==> src/rtl/seg_scan_decoder.sv <==
// seg_scan_decoder: monitors a multiplexed 7-segment display bus, debounces each
// digit's dwell, decodes the glyphs back to hex and reassembles whole frames.
//
//   state | meaning
//   ------+-------------------------------------------------------------
//   IDLE  | blank or illegal anode sample; stability counter held at 0
//   TRACK | one digit active; counting identical consecutive samples
//   HOLD  | digit accepted; waiting for the sample to change
module seg_scan_decoder #(
   parameter int DIGITS        = 8,
   parameter int STABLE_CYCLES = 4,
   parameter int CNT_W         = 8
) (
   input  logic                  clk,
   input  logic                  reset,
   input  logic [DIGITS-1:0]     seg_an,
   input  logic [7:0]            seg,
   output logic [4*DIGITS-1:0]   frame_value,
   output logic [DIGITS-1:0]     frame_dp,
   output logic                  frame_done,
   output logic                  frame_valid,
   output logic                  seg_err,
   output logic                  an_err
);

   localparam int IDX_W = (DIGITS > 1) ? $clog2(DIGITS) : 1;
   localparam logic [CNT_W-1:0] STABLE = CNT_W'(STABLE_CYCLES);

   typedef enum logic [1:0] {IDLE, TRACK, HOLD} state_t;

   state_t                state_q, state_d;
   logic [CNT_W-1:0]      cnt_q, cnt_d;
   logic [DIGITS-1:0]     s_an_q, p_an_q;
   logic [7:0]            s_seg_q, p_seg_q;
   logic [4*DIGITS-1:0]   work_val_q, frame_value_q, merged_val;
   logic [DIGITS-1:0]     work_dp_q, frame_dp_q, merged_dp;
   logic [DIGITS-1:0]     seen_q, seen_set;
   logic                  frame_done_q, frame_valid_q, seg_err_q, an_err_q;

   logic                  one_low, multi_low, active, illegal, same, accept;
   logic [IDX_W-1:0]      idx;
   logic                  glyph_ok;
   logic [3:0]            nib;

   // Glyph table lookup on the active-high gfedcba pattern.
   function automatic logic [4:0] decode(input logic [6:0] pat);
      case (pat)
         7'h3F: decode = {1'b1, 4'h0};
         7'h06: decode = {1'b1, 4'h1};
         7'h5B: decode = {1'b1, 4'h2};
         7'h4F: decode = {1'b1, 4'h3};
         7'h66: decode = {1'b1, 4'h4};
         7'h6D: decode = {1'b1, 4'h5};
         7'h7D: decode = {1'b1, 4'h6};
         7'h07: decode = {1'b1, 4'h7};
         7'h7F: decode = {1'b1, 4'h8};
         7'h6F: decode = {1'b1, 4'h9};
         7'h77: decode = {1'b1, 4'hA};
         7'h7C: decode = {1'b1, 4'hB};
         7'h39: decode = {1'b1, 4'hC};
         7'h5E: decode = {1'b1, 4'hD};
         7'h79: decode = {1'b1, 4'hE};
         7'h71: decode = {1'b1, 4'hF};
         default: decode = 5'b0_0000;
      endcase
   endfunction

   // Input sampling: current and previous registered samples. Anodes reset to
   // all-ones so the post-reset sample reads as blank, not as illegal.
   always_ff @(posedge clk or posedge reset) begin
      if (reset) begin
         s_an_q  <= '1;
         p_an_q  <= '1;
         s_seg_q <= '1;
         p_seg_q <= '1;
      end else begin
         s_an_q  <= seg_an;
         p_an_q  <= s_an_q;
         s_seg_q <= seg;
         p_seg_q <= s_seg_q;
      end
   end

   // Anode classification: count low anodes and remember the index.
   always_comb begin
      one_low   = 1'b0;
      multi_low = 1'b0;
      idx       = '0;
      for (int k = 0; k < DIGITS; k++) begin
         if (!s_an_q[k]) begin
            if (one_low) multi_low = 1'b1;
            one_low = 1'b1;
            idx     = IDX_W'(k);
         end
      end
      active        = one_low & ~multi_low;
      illegal       = multi_low;
      same          = (s_an_q == p_an_q) && (s_seg_q == p_seg_q);
      {glyph_ok, nib} = decode(~s_seg_q[6:0]);
   end

   // FSM state and stability counter registers.
   always_ff @(posedge clk or posedge reset) begin
      if (reset) begin
         state_q <= IDLE;
         cnt_q   <= '0;
      end else begin
         state_q <= state_d;
         cnt_q   <= cnt_d;
      end
   end

   // Next-state logic; accept fires on the edge where cnt reaches STABLE.
   always_comb begin
      state_d = state_q;
      cnt_d   = cnt_q;
      accept  = 1'b0;
      case (state_q)
         IDLE: begin
            if (active) begin
               state_d = TRACK;
               cnt_d   = CNT_W'(1);
            end else begin
               cnt_d   = '0;
            end
         end
         TRACK: begin
            if (!active) begin
               state_d = IDLE;
               cnt_d   = '0;
            end else if (same) begin
               if (cnt_q < STABLE) cnt_d = cnt_q + CNT_W'(1);
               if (cnt_q == STABLE - CNT_W'(1)) begin
                  accept  = 1'b1;
                  state_d = HOLD;
               end
            end else begin
               cnt_d = CNT_W'(1);
            end
         end
         HOLD: begin
            if (!active) begin
               state_d = IDLE;
               cnt_d   = '0;
            end else if (!same) begin
               state_d = TRACK;
               cnt_d   = CNT_W'(1);
            end
         end
         default: begin
            state_d = IDLE;
            cnt_d   = '0;
         end
      endcase
   end

   // Working frame with the digit being accepted merged in.
   always_comb begin
      merged_val             = work_val_q;
      merged_val[idx*4 +: 4] = nib;
      merged_dp              = work_dp_q;
      merged_dp[idx]         = ~s_seg_q[7];
      seen_set               = seen_q | (DIGITS'(1) << idx);
   end

   // Frame assembly, completion and sticky error flags.
   always_ff @(posedge clk or posedge reset) begin
      if (reset) begin
         work_val_q    <= '0;
         work_dp_q     <= '0;
         seen_q        <= '0;
         frame_value_q <= '0;
         frame_dp_q    <= '0;
         frame_done_q  <= 1'b0;
         frame_valid_q <= 1'b0;
         seg_err_q     <= 1'b0;
         an_err_q      <= 1'b0;
      end else begin
         frame_done_q <= 1'b0;
         if (illegal) an_err_q <= 1'b1;
         if (accept) begin
            if (glyph_ok) begin
               work_val_q <= merged_val;
               work_dp_q  <= merged_dp;
               if (&seen_set) begin
                  frame_value_q <= merged_val;
                  frame_dp_q    <= merged_dp;
                  frame_done_q  <= 1'b1;
                  frame_valid_q <= 1'b1;
                  seen_q        <= '0;
               end else begin
                  seen_q <= seen_set;
               end
            end else begin
               seg_err_q <= 1'b1;
            end
         end
      end
   end

   assign frame_value = frame_value_q;
   assign frame_dp    = frame_dp_q;
   assign frame_done  = frame_done_q;
   assign frame_valid = frame_valid_q;
   assign seg_err     = seg_err_q;
   assign an_err      = an_err_q;

endmodule

==> config.mk <==
export PLATFORM = sky130hd
export DESIGN_NAME = seg_scan_decoder
export DESIGN_NICKNAME = d
export VERILOG_FILES = /design/src/rtl/seg_scan_decoder.sv
export SDC_FILE = /design/constraint.sdc
export NUM_CORES = 1
export LEC_CHECK = 0
export ABC_AREA = 1
export ABC_CLOCK_PERIOD_IN_PS = 4900
export BUFFER_PORTS_ARGS = -buffer_cell sky130_fd_sc_hd__clkbuf_2
export CAP_MARGIN = 20
export CORE_MARGIN = 2
export CORE_UTILIZATION = 35
export CTS_CLUSTER_SIZE = 8
export DETAILED_ROUTE_END_ITERATION = 6
export PLACE_DENSITY = 0.63
export SYNTH_ARGS = -nofsm -noshare
export SYNTH_HDL_FRONTEND = slang
export SYNTH_SLANG_ARGS = --single-unit
==> constraint.sdc <==
create_clock -name clk -period 4.9 [get_ports clk]
set_input_delay 0.98 -clock clk [delete_from_list [all_inputs] [get_ports clk]]
set_output_delay 0.98 -clock clk [all_outputs]
set_load 0.05 [all_outputs]
==> run metrics, run 1 <==
status finished, final reports clean; Peak VDD IR 0.260 mV; io pins 62; RSZ-0062 raised after global routing no; Yosys cell types 28; Net Switching 577 uW; type of the worst min-delay path reg2reg; family with the most delay on the worst path simple AND/OR/NAND/NOR gates; Tcrit/Tclk final 0.770; Reg clk slew, reported paths 0.06 ns; # rows 49; count of state elements after synthesis 134; Final nets 927; pins over their slew limit 0; antenna viol nets, final 0; Avg Inst Size Synth 7.60 um^2; number of global-route vias before repair 4954; Worst path most repeated cell nand2_1; Ant. Diodes 0; final hold violations 0; leading area contributor after synthesis dfrtp_1; leakage 0.00412 uW; DP Area 6880 um^2; Seq pwr share 0.462; crit path kind reg2reg; multi-input logic area 2580 um^2; Net Sw Frac 0.232; Reg area 3390 um^2; P_int 1910 uW; Slew Limit Headroom 0.448; core area 17900 um^2; Pre-Repair DR Iteration Count 5; Critical Path End Type flop; number of buffers on the longest clock path 2; post-synth net total 863; gr usage total 0.154; cts bufs inserted 17; crit-path max cell delay 0.68 ns; Initial Util 0.355; register area share after synthesis 0.533; CP bufs+invs 3; Logic pwr share 0.045; cells along the critical path inv_1 -> o21ai_0 -> nand2_1 -> nand2_1 -> nand2_1 -> nand2_1 -> inv_1 -> ha_1 -> ha_1 -> inv_1 -> nand3_1 -> nor3_1 -> nand2_1 -> o21ai_0 -> nand2_1 -> o21ai_1; die width 139 um; post-DR wirelength/cell 12.4 um; Slew @ Worst Pin 0.821 ns; hpwl dp 9800 um; commonest non-fill, non-tap cell in the layout nand2_1; Synth area leaders dfrtp_1 40%, nand2_1 25%, dfstp_2 13%, inv_1 3.9%, nor2_1 3.2%; Post-Syn Instances 837; Skew-Pair Late Insertion Delay 0.42 ns; GR Overflow Total 0; Finished Cell Area 7480 um^2; crit path DAT 4.11 ns; Buffers on Ports 61; routed wire length 14200 um; die area 19300 um^2; Crit-path slowest cell nor3_1; max frequency 265 MHz; Final Wtd Congestion 0.849; first-pass GRT wire length 24000 um; DR vias 5246; hold buffers post-CTS 0; post-route minimum period 3.77 ns; synth warn 0; Clock power frac 0.493; commonest non-fill, non-tap cells in the layout 424 x nand2_1, 102 x dfrtp_1, 65 x inv_1, 61 x clkbuf_2, 55 x nor2_1; Req. time, crit path 5.24 ns; First DRT Iteration DRCs 458; DRC violations left 0; CP startpoint kind flop; max cap viols 0; crit path max fanout 16; share of the synthesized area in the top cell type 0.401; setup violators final 0; Cell Area, Synth 6360 um^2; post-CTS setup buffer count 0; power per cell area 332 nW/um^2; height of the die 139 um; Worst Skew 0.00734 ns; Final TNS setup 0 ns; largest net degree at the start of global routing 113; CTS tree done; CTS root buf clkbuf_16; Area Growth Syn to Fin 17.5%; Filler cells 1815; clock sinks 134; Post-CTS Resized 0; Via-to-Cell Ratio 4.59; fraction of layout cells with a size suffix above 1 0.161; initial antenna violation count 0; H-tree levels 4
-- area by class of cell --
class,instances,area share
Multi-Input combinational cell,605,0.345
Clock buffer,19,0.0579
Sequential cell,134,0.454
Tap cell,229,0.0383
Timing Repair Buffer,65,0.0475
Inverter,78,0.0398
Clock inverter,13,0.0177
-- metal layers --
metal  routed length (um)  track usage
met1                 6820        0.206
met2                 6430        0.236
met3                  650       0.0421
met4                  289       0.0638
met5                    0            0
-- synthesized netlist by cell type (all sizes together) --
cell	n
nand2	424
dfrtp	102
inv	78
nor2	60
o21ai	46
dfstp	32
nand3	31
buf	14
nand4	11
ha	8
a21oi	7
o21bai	7
clkbuf	6
nor3	4
a31oi	3
nand3b	1
o211ai	1
o22a	1
xor2	1
-- stage by stage --
stage | utilization | hold WS [ns] | worst slack (ns) | power, uW | std cells
finish | 0.418 | 0.382 | 1.13 | 2490 | 1143
global route | 0.418 | 0.391 | 0.594 | 2580 | 1143
CTS | 0.416 | 0.383 | 1.09 | 2510 | 1142
detailed placement | 0.385 | 0.375 | 1.10 | 1280 | 1110
global placement | 0.385 | 0.375 | 1.24 | 1280 | 1110
floorplan | - | 0.352 | 0.390 | 1240 | 837
-- kinds of logic after synthesis --
family / Yosys count / share of synthesized area
XOR/XNOR: 1 / 0.00138
buffers and inverters: 98 / 0.0615
AND/OR/NAND/NOR: 531 / 0.333
AO/OA/AOI/OAI: 65 / 0.0554
flip-flops: 134 / 0.533
adder cells (fa/ha/maj): 8 / 0.0157
-- flip-flops by register name (all words and copies together) (netlist names) --
| signal | flops |
|---|---|
| an_err | 1 |
| cnt_q | 8 |
| frame_done | 1 |
| frame_dp | 8 |
| frame_valid | 1 |
| frame_value | 32 |
| p_an_q | 8 |
| p_seg_q | 8 |
| s_an_q | 8 |
| s_seg_q | 8 |
| seen_q | 8 |
| seg_err | 1 |
| state_q | 2 |
| work_dp_q | 8 |
| work_val_q | 32 |
-- worst register-to-register path, delay by kind of cell (launching register included) --
family | cells | cell delay [ns]
AND/OR/NAND/NOR | 8 | 1.66
flip-flops | 1 | 0.55
buffers and inverters | 3 | 0.55
adder cells (fa/ha/maj) | 2 | 0.51
AO/OA/AOI/OAI | 3 | 0.42
-- power by group through the flow --
stage               sequential, uW  clock [uW]  combinational [uW]
CTS                           1150        1250                 112
detailed placement            1170           0                 112
floorplan                     1160           0                80.8
global route                  1150        1300                 132
finish                        1150        1230                 112
global placement              1170           0                 111
-- worst paths after layout --
check	start	end	slack, ns	cells past startpoint
max in group asynchronous	reset	p_an_q[1]	3.36	4
max reg2reg	s_an_q[2]	work_val_q[19]	1.13	16
min reg2reg	s_an_q[2]	p_an_q[2]	0.38	0
min	s_an_q[2]	p_an_q[2]	0.38	0
max	s_an_q[2]	work_val_q[19]	1.13	16
min in group asynchronous	reset	frame_value[15]	0.44	2
Power figures use the tool's default switching activity.
==> run 2: changes to the inputs <==
- ABC_AREA: 1 -> 0
- ABC_CLOCK_PERIOD_IN_PS: 4900 -> 3850
- clock period: 4.9 -> 3.85 ns (I/O delays scaled with it)
==> run 2 against run 1 <==
  * Combinational power is 34% higher
  * Wire length is 3.5% higher
  * Setup slack worse by 0.77 ns
  * Core utilization is 0.21 points lower
  * Power is 31% higher
  * Fmax is 8.1% higher
  * Flip-flop and latch count stayed put
  * Clock power is 33% higher
  * Critical path depth is 5 lower
  * Worst hold slack worse by 0.14 ns
  * Global-route usage is 0.090 points lower
==> run metrics, run 2 <==
Buffers on Ports 61 (unchanged); post-CTS setup buffer count 0 (unchanged); Ant. Diodes 0 (unchanged); Logic pwr share 0.046 (was 0.045); crit-path max cell delay 0.63 ns (was 0.68 ns); dpl cells 804 (was 1110); Reg clk slew, reported paths 0.06 ns (about the same); family with the most delay on the worst path compound AO/OA/AOI/OAI gates (was simple AND/OR/NAND/NOR gates); fraction of layout cells with a size suffix above 1 0.395 (was 0.161); WHS 0.238 ns (was 0.382 ns); RSZ-0062 raised after global routing no (unchanged); Cell Area, Synth 6730 um^2 (was 6360 um^2); Tcrit/Tclk final 0.907 (was 0.770); Final TNS setup 0 ns (unchanged); antenna viol nets, final 0 (unchanged); Req. time, crit path 4.15 ns (was 5.24 ns); Worst Skew 0.00660 ns (was 0.00734 ns); H-tree levels 4 (unchanged); Critical Path End Type flop (unchanged); post-DR wirelength/cell 17.5 um (was 12.4 um); Final Wtd Congestion 0.787 (was 0.849); final core utilization 0.416 (was 0.418); commonest non-fill, non-tap cell in the layout dfrtp_1 (was nand2_1); die area 20300 um^2 (was 19300 um^2); type of the worst min-delay path in2async (was reg2reg); height of the die 143 um (was 139 um); Net Switching 769 uW (was 577 uW); Synth area leaders dfrtp_1 38%, mux2_4 15%, dfstp_2 13%, xor2_1 2.3%, mux2_2 2.0% (was dfrtp_1 40%, nand2_1 25%, dfstp_2 13%, inv_1 3.9%, nor2_1 3.2%); DRC violations left 0 (unchanged); DR vias 4366 (was 5246); leakage 0.00354 uW (was 0.00412 uW); CP bufs+invs 2 (was 3); commonest non-fill, non-tap cells in the layout 102 x dfrtp_1, 67 x mux2_4, 61 x clkbuf_2, 32 x dfstp_2 (was 424 x nand2_1, 102 x dfrtp_1, 65 x inv_1, 61 x clkbuf_2, 55 x nor2_1); cells along the critical path nand2b_1 -> a211oi_4 -> nor2_1 -> clkinv_1 -> ha_1 -> a21o_1 -> a32oi_1 -> nor3_1 -> o2111a_4 -> buf_12 -> mux2_4 (was inv_1 -> o21ai_0 -> nand2_1 -> nand2_1 -> nand2_1 -> nand2_1 -> inv_1 -> ha_1 -> ha_1 -> inv_1 -> nand3_1 -> nor3_1 -> nand2_1 -> o21ai_0 -> nand2_1 -> o21ai_1); setup ws final 0.359 ns (was 1.13 ns); first-pass GRT wire length 24400 um (was 24000 um); fraction of registers with async set/reset 1.00 (unchanged); count of state elements after synthesis 134 (unchanged); Crit-path slowest cell dfstp_2 (was nor3_1); cts bufs inserted 17 (unchanged); leading area contributor after synthesis dfrtp_1 (unchanged); Post-Syn Instances 529 (was 837); crit path DAT 3.79 ns (was 4.11 ns); CTS root buf clkbuf_16 (unchanged); Pre-Repair DR Iteration Count 5 (unchanged); CP startpoint kind flop (unchanged); hold buffers post-CTS 0 (unchanged); setup violators final 0 (unchanged); max cap viols 0 (unchanged); pins over their slew limit 0 (unchanged); First DRT Iteration DRCs 270 (was 458); Synth top cells by count 102 x dfrtp_1, 67 x mux2_4, 32 x dfstp_2, 26 x nand2_1, 26 x o21ai_0 (was 424 x nand2_1, 102 x dfrtp_1, 66 x inv_1, 55 x nor2_1, 39 x o21ai_0); hpwl dp 10100 um (was 9800 um); post-route insts no fill 837 (was 1143); # rows 50 (was 49); Post-CTS Resized 0 (unchanged); final hold violations 0 (unchanged); Peak VDD IR 0.313 mV (was 0.260 mV); gr usage total 0.153 (was 0.154); number of buffers on the longest clock path 2 (unchanged); share of the synthesized area in the top cell type 0.379 (was 0.401); P_int 2500 uW (was 1910 uW); CTS tree done (unchanged); Initial Util 0.358 (was 0.355); Slew @ Worst Pin 0.995 ns (was 0.821 ns); Final nets 616 (was 927); initial antenna violation count 0 (unchanged); clock sinks 134 (unchanged); Area Growth Syn to Fin 15.9% (was 17.5%); Skew-Pair Late Insertion Delay 0.42 ns (about the same); dominant synthesized flop cell dfrtp_1 (unchanged); Net Sw Frac 0.235 (was 0.232); synth warn 0 (unchanged); routed wire length 14700 um (was 14200 um); largest net degree at the start of global routing 51 (was 113); die width 143 um (was 139 um); post-route minimum period 3.49 ns (was 3.77 ns); Slew Limit Headroom 0.337 (was 0.448); crit path kind reg2reg (unchanged); Yosys cell types 75 (was 28); core area 18800 um^2 (was 17900 um^2); max frequency 286 MHz (was 265 MHz); crit path max fanout 25 (was 16); power per cell area 419 nW/um^2 (was 332 nW/um^2); GR Overflow Total 0 (unchanged); number of global-route vias before repair 4603 (was 4954); status finished, final reports clean (unchanged); pre-CTS WS 0.421 ns (was 1.10 ns); Post-synth EDFFs 0 (unchanged); register area share after synthesis 0.504 (was 0.533); Avg Inst Size Synth 12.7 um^2 (was 7.60 um^2); Via-to-Cell Ratio 5.22 (was 4.59); Clock power frac 0.502 (was 0.493); most frequent cell after synthesis dfrtp_1 (was nand2_1); post-synth net total 555 (was 863); Seq pwr share 0.452 (was 0.462); io pins 62 (unchanged)
-- run 2: per-stage QoR --
| stage | area (um^2) | total power [uW] |
|---|---|---|
| after floorplan | 6730 | 1600 |
| after global placement | 7190 | 1640 |
| after detailed placement | 7190 | 1650 |
| after CTS | 7780 | 3300 |
| after global routing | 7800 | 3390 |
| final | 7800 | 3270 |
-- run 2: worst paths after layout --
path                       startpoint              end  slack [ns]  cells past startpoint
max                         s_an_q[2]   frame_value[7]        0.36                     11
max in group asynchronous       reset        s_an_q[0]        2.81                      4
max reg2reg                 s_an_q[2]   frame_value[7]        0.36                     11
min                             reset  frame_value[18]        0.24                      2
min reg2reg                 s_an_q[0]        p_an_q[0]        0.42                      0
min in group clk            s_an_q[0]        p_an_q[0]        0.42                      0
-- run 2: layout make-up --
type                       count  area, um^2
fill                        1781       11000
inverter                      17        67.6
clock buffer                  21         470
clock inverter                11         123
timing repair buffer          76         468
tap                          234         293
multi-input combinational    344        2980
sequential                   134        3390
-- run 2: worst reg2reg max path: stages (launching register included) --
cell	delay, ns
dfstp_2	0.63
nand2b_1	0.13
a211oi_4	0.46
nor2_1	0.22
clkinv_1	0.23
ha_1	0.38
a21o_1	0.16
a32oi_1	0.05
nor3_1	0.27
o2111a_4	0.30
buf_12	0.21
mux2_4	0.34
-- run 2: power by group through the flow --
stage | Sequential (uW) | Clock [uW] | Combinational, uW
after floorplan | 1480 | 0 | 124
after global placement | 1500 | 0 | 144
after detailed placement | 1500 | 0 | 148
after CTS | 1480 | 1670 | 149
after global routing | 1480 | 1740 | 168
final | 1480 | 1640 | 150
-- run 2: cells by family (layout without fill, tap and decap cells) --
logic type / after synthesis / count (layout) / share of synthesized area
AND/OR/NAND/NOR: 135 / 135 / 0.120
AO/OA/AOI/OAI: 91 / 91 / 0.0958
multiplexers: 91 / 91 / 0.188
XOR/XNOR: 18 / 18 / 0.0234
flip-flops: 134 / 134 / 0.504
buffers and inverters: 51 / 125 / 0.0519
adder cells (fa/ha/maj): 9 / 9 / 0.0166
-- run 2: metal layers --
layer,vias to the layer above,global-route usage,part of all wire
li1,2043,-,-
met1,2199,0.212,0.47
met2,111,0.234,0.47
met3,13,0.0372,0.051
met4,0,0.0537,0.0088
met5,-,0,0
